File: config.mk
export PLATFORM = sky130hd
export DESIGN_NAME = mem_arbiter
export DESIGN_NICKNAME = d
export VERILOG_FILES = /design/src/rtl/cpu_types_pkg.sv /design/src/rtl/mem_arbiter.sv
export SDC_FILE = /design/constraint.sdc
export NUM_CORES = 1
export LEC_CHECK = 0
export CELL_PAD_IN_SITES_DETAIL_PLACEMENT = 2
export CELL_PAD_IN_SITES_GLOBAL_PLACEMENT = 2
export CORE_ASPECT_RATIO = 0.75
export CORE_UTILIZATION = 10
export DETAILED_ROUTE_END_ITERATION = 7
export PLACE_DENSITY = 0.95
export SLEW_MARGIN = 20
export SYNTH_ARGS = -nofsm -noshare
export SYNTH_HDL_FRONTEND = slang
export SYNTH_SLANG_ARGS = --single-unit
File: constraint.sdc
create_clock -name CLK -period 4.54 [get_ports CLK]
set_clock_uncertainty 0.15 [all_clocks]
set_input_delay 0.681 -clock CLK [delete_from_list [all_inputs] [get_ports CLK]]
set_output_delay 0.681 -clock CLK [all_outputs]
set_load 0.02 [all_outputs]
File: src/rtl/cpu_types_pkg.sv
// Shared CPU-side types: RAM handshake states, the data word and the
// memory arbiter FSM encoding.
package cpu_types_pkg;

    // Width of a CPU data/address word
    localparam int WORD_W = 32;

    typedef logic [WORD_W-1:0] word_t;

    // Handshake state reported by the RAM for the access currently driven
    typedef enum logic [1:0] {
        FREE   = 2'd0,
        BUSY   = 2'd1,
        ACCESS = 2'd2,
        ERROR  = 2'd3
    } ramstate_t;

    // Memory arbiter ownership of the single RAM port
    typedef enum logic [1:0] {
        IDLE   = 2'd0,
        IGRANT = 2'd1,
        DGRANT = 2'd2
    } arb_state_t;

    // True when the RAM completes the access driven this cycle
    function automatic logic ram_done(input ramstate_t rs);
        return rs == ACCESS;
    endfunction

endpackage

File: src/rtl/mem_arbiter.sv
// Arbitrates one RAM port between icache and dcache. dcache has priority,
// but an icache request that has watched STARVE_LIMIT consecutive dcache
// completions gets the next grant. A grant lasts until the RAM reports
// ACCESS or the owner withdraws; one IDLE cycle separates grants.
module mem_arbiter
    import cpu_types_pkg::*;
#(
    parameter int STARVE_LIMIT = 2
) (
    input  logic        CLK,
    input  logic        RST,

    input  logic        iREN,
    input  logic [31:0] iaddr,
    output logic        iwait,
    output logic [31:0] iload,

    input  logic        dREN,
    input  logic        dWEN,
    input  logic [31:0] daddr,
    input  logic [31:0] dstore,
    output logic        dwait,
    output logic [31:0] dload,

    output logic        ramREN,
    output logic        ramWEN,
    output logic [31:0] ramaddr,
    output logic [31:0] ramstore,
    input  logic [31:0] ramload,
    input  logic [1:0]  ramstate,
    output logic        ramerr
);

    // Counter must be at least one bit even when STARVE_LIMIT is 0
    localparam int CNT_W = (STARVE_LIMIT < 1) ? 1 : $clog2(STARVE_LIMIT + 1);
    localparam logic [CNT_W-1:0] CNT_MAX = CNT_W'(STARVE_LIMIT);

    arb_state_t       state;
    arb_state_t       state_next;
    logic [CNT_W-1:0] starve_cnt;
    logic [CNT_W-1:0] starve_next;

    ramstate_t        rstate;
    logic             dreq;
    logic             access;
    logic             i_done;
    logic             d_done;
    logic             i_starved;

    assign rstate    = ramstate_t'(ramstate);
    assign dreq      = dREN | dWEN;
    assign access    = ram_done(rstate);
    assign i_starved = iREN && (starve_cnt == CNT_MAX);

    // Read data is passed straight through; it is meaningful only in the
    // owner's ACCESS cycle.
    assign iload = ramload;
    assign dload = ramload;

    // Next-state and all outputs, decoded from the current grant and inputs
    always_comb begin
        // NOTE: every output gets a default first so no path through the
        // case can leave one unassigned and infer a latch.
        state_next = state;
        ramREN     = 1'b0;
        ramWEN     = 1'b0;
        ramaddr    = '0;
        ramstore   = '0;
        ramerr     = 1'b0;
        iwait      = iREN;
        dwait      = dreq;
        i_done     = 1'b0;
        d_done     = 1'b0;

        unique case (state)
            IDLE: begin
                if (dreq && !i_starved) begin
                    state_next = DGRANT;
                end else if (iREN) begin
                    state_next = IGRANT;
                end
            end

            IGRANT: begin
                ramREN  = 1'b1;
                ramaddr = iaddr;
                ramerr  = (rstate == ERROR);
                if (!iREN) begin
                    // Withdrawn request: abandon without completion
                    state_next = IDLE;
                end else if (access) begin
                    iwait      = 1'b0;
                    i_done     = 1'b1;
                    state_next = IDLE;
                end
            end

            DGRANT: begin
                // Write wins when both request lines are raised
                ramWEN   = dWEN;
                ramREN   = dREN & ~dWEN;
                ramaddr  = daddr;
                ramstore = dstore;
                ramerr   = (rstate == ERROR);
                if (!dreq) begin
                    state_next = IDLE;
                end else if (access) begin
                    dwait      = 1'b0;
                    d_done     = 1'b1;
                    state_next = IDLE;
                end
            end

            default: begin
                state_next = IDLE;
            end
        endcase
    end

    // Starvation counter: counts dcache completions the icache sat through
    always_comb begin
        starve_next = starve_cnt;
        if (!iREN || i_done) begin
            starve_next = '0;
        end else if (d_done && (starve_cnt != CNT_MAX)) begin
            starve_next = starve_cnt + 1'b1;
        end
    end

    // State and counter registers with asynchronous reset
    always_ff @(posedge CLK or posedge RST) begin
        // NOTE: non-blocking assignments so every register samples the
        // pre-edge values regardless of statement order.
        if (RST) begin
            state      <= IDLE;
            starve_cnt <= '0;
        end else begin
            state      <= state_next;
            starve_cnt <= starve_next;
        end
    end

endmodule

==> flow_summary.toml <==
[critical_path]
reg2reg_slack_ns = 2.44
critical_path_class = "flip-flop to output pin"
slowest_delay_ns = 0.63
r2r_cells = 5
crit_arrival_ns = 2.72
rr_startpoint = "state[0]"
critPathLaunch = "state[0]"
crit_fanout = 37
critical_path.top_delay_family = "buffers and inverters"
worstPathRequired_ns = 3.71
cp-start-kind = "flip-flop"
r2r_end = "starve_cnt[1]"
crit_path_top_delay_cell = "clkdlybuf4s50_1"
worstPathCellList = "inv_1 -> ha_2 -> buf_4 -> a22oi_1 -> nor2b_1 -> clkdlybuf4s50_1"
critPathBufInv = 3
cp-end-kind = "output pin"

[logic_synthesis]
yosysSeqAreaShare_pct = 6.50
synth_top_cell_by_area = "buf_4"
postSynthCellCount = 216
synth_seq_cells = 4
synthesis.area_sq_mm = 0.00154
synth_top_area_share_pct = 31.7
syn_avg_cell_area_sq_um = 7.12
yosys_warnings = 0
yosys-top-cells-area = "buf_4 32%, a22oi_1 16%, and2_1 13%"
synth_cell_types = 26
syn-num-nets = 356

[placed_design]
gp_congestion = 0.759
hpwl_um = 5900
io_buffers = 171
dp_slack_ns = 1.16

[global_route]
grt_pass1_wl_um = 10900
grt_pass1_vias = 2048
overflow = 0
grt_usage_pct = 8.60
antenna_found_initial = 0
grt_start_max_net_pins = 38

[final_layout]
drive_gt1_share_pct = 2.23
syn_to_final_growth_pct = 98.4
nets = 456
diodes = 0
most-common-layout-cells = "171 x clkdlybuf4s50_1, 33 x nor2b_1, 33 x a22oi_1, 33 x and2_1, 6 x inv_1"
final_common_cell = "clkdlybuf4s50_1"

[sta]
worst_slack_ns = 0.989
period_minus_slack_ns = 3.55
hold_viol = 0
maxClockFrequency_ghz = 0.282
max-slew-margin-rel_pct = 33.9
holdWs_ns = 0.407
slew_viol_final = 0
rsz0062_at_grt = "false"
tightestPinTransition_ns = 0.991
period_share_pct = 78.2
setup_viol = 0
final.setup.tns_ns = 0

[drt]
vias_per_cell = 3.60
wl_um = 7110
wl_per_cell_um = 13.8
drc_errors = 0
drtIter0Drc = 21
first_pass_iters = 3
ant_nets = 0
num_vias = 1851

[floorplan]
initial_utilization_pct = 10.4
coreArea_sq_mm = 0.0147
fp-row-count = 38
die_y_um = 109
fp.dieW_um = 145
io_pins = 268
die_area_sq_mm = 0.0159

[power]
ir_drop_mv = 0.140
power_density_mw_per_mm2 = 460
internal_power_mw = 0.757
pwr-share-seq_pct = 3.8
power.switching_mw = 0.648
power_mw = 1.40
comb_power_share_pct = 86.5
p_leak_nw = 1.05
power_switching_share_pct = 46.1
clkPwrFrac_pct = 9.7

[clock_tree]
clock_tree.root_cell = "clkbuf_16"
hold_buffers = 0
numCtsBuffers = 3
clock_sinks = 4
cts_resized = 0
clk_path_buf_depth = 2
post_cts_buffers = 0
clock_latency_ns = 0.22
clk_pin_slew_ns = 0.03
htree_levels = 1
cts_tree = "done"

[outcome]
status = "completed"

[hold_path]
whs_path_depth = 3
hold_path_startpoint = "starve_cnt[0]"
whs_endpoint = "starve_cnt[0]"
hp-class = "flip-flop to flip-flop"

[run]
maxCapViolations = 0
-- area by class of cell --
class | count | area, sq um
inverter | 6 | 22.5
tap | 200 | 250
clock buffer | 3 | 75.1
sequential | 4 | 100
fill | 1705 | 11700
timing repair buffer | 173 | 1730
multi-input combinational | 128 | 878
-- per-layer routing --
metal	wire (um)	GRT usage (%)	part of all wire [%]
met3	598	2.45	8.4
met5	0	0	0
met4	157	3.31	2.2
met2	3500	15.5	49
met1	2850	9.72	40
-- power groups by stage --
stage                     sequential, mW  combinational (mW)  clock, mW
final                             0.0535                1.21      0.137
after global routing              0.0554                1.31      0.141
after detailed placement          0.0543                1.24          0
after CTS                         0.0538                1.25      0.139
after global placement            0.0520                1.18          0
after floorplan                   0.0514               0.745          0
-- cells by family after synthesis --
logic type | Yosys count | share of synthesized area [%]
buf+inv | 84 | 36.6
simple gates | 77 | 30.7
compound gates | 46 | 22.2
fa+ha+maj | 5 | 4.07
flops | 4 | 6.50
-- synthesized netlist by cell type (all sizes together) --
library cell,instances
a21o,1
a21oi,2
a221o,1
a22oi,33
a2bb2oi,1
a311oi,1
a32oi,1
and2,33
and3,1
and3b,1
buf,68
clkbuf,10
dfrtp,4
ha,5
inv,6
nand2,3
nand3,1
nand3b,1
nor2,3
nor2b,33
nor4b,1
o21a,1
o21ai,3
o21ba,1
o21bai,1
-- per-stage QoR --
stage,util (%),cell area [sq um],std cells
detailed placement,20.2,2980,511
CTS,20.7,3050,514
finish,20.7,3050,514
global route,20.7,3050,514
floorplan,-,1540,216
global placement,20.2,2980,511
-- worst min-delay path: stages, from the launching register on --
cell and delay [ns]:
dfrtp_1 0.32, inv_1 0.06, nand3_1 0.07, a21oi_1 0.06
-- worst max path at each step --
stage	end	depth (start not counted)
after floorplan	ramaddr[10]	6
after global placement	ramREN	5
after detailed placement	ramaddr[27]	6
after CTS	ramaddr[27]	6
after global routing	ramaddr[17]	6
final	ramaddr[27]	6
-- sequential cells by signal, indices dropped and copies added (netlist names) --
register    cells
state           2
starve_cnt      2
(Power assumes the default switching activity.)
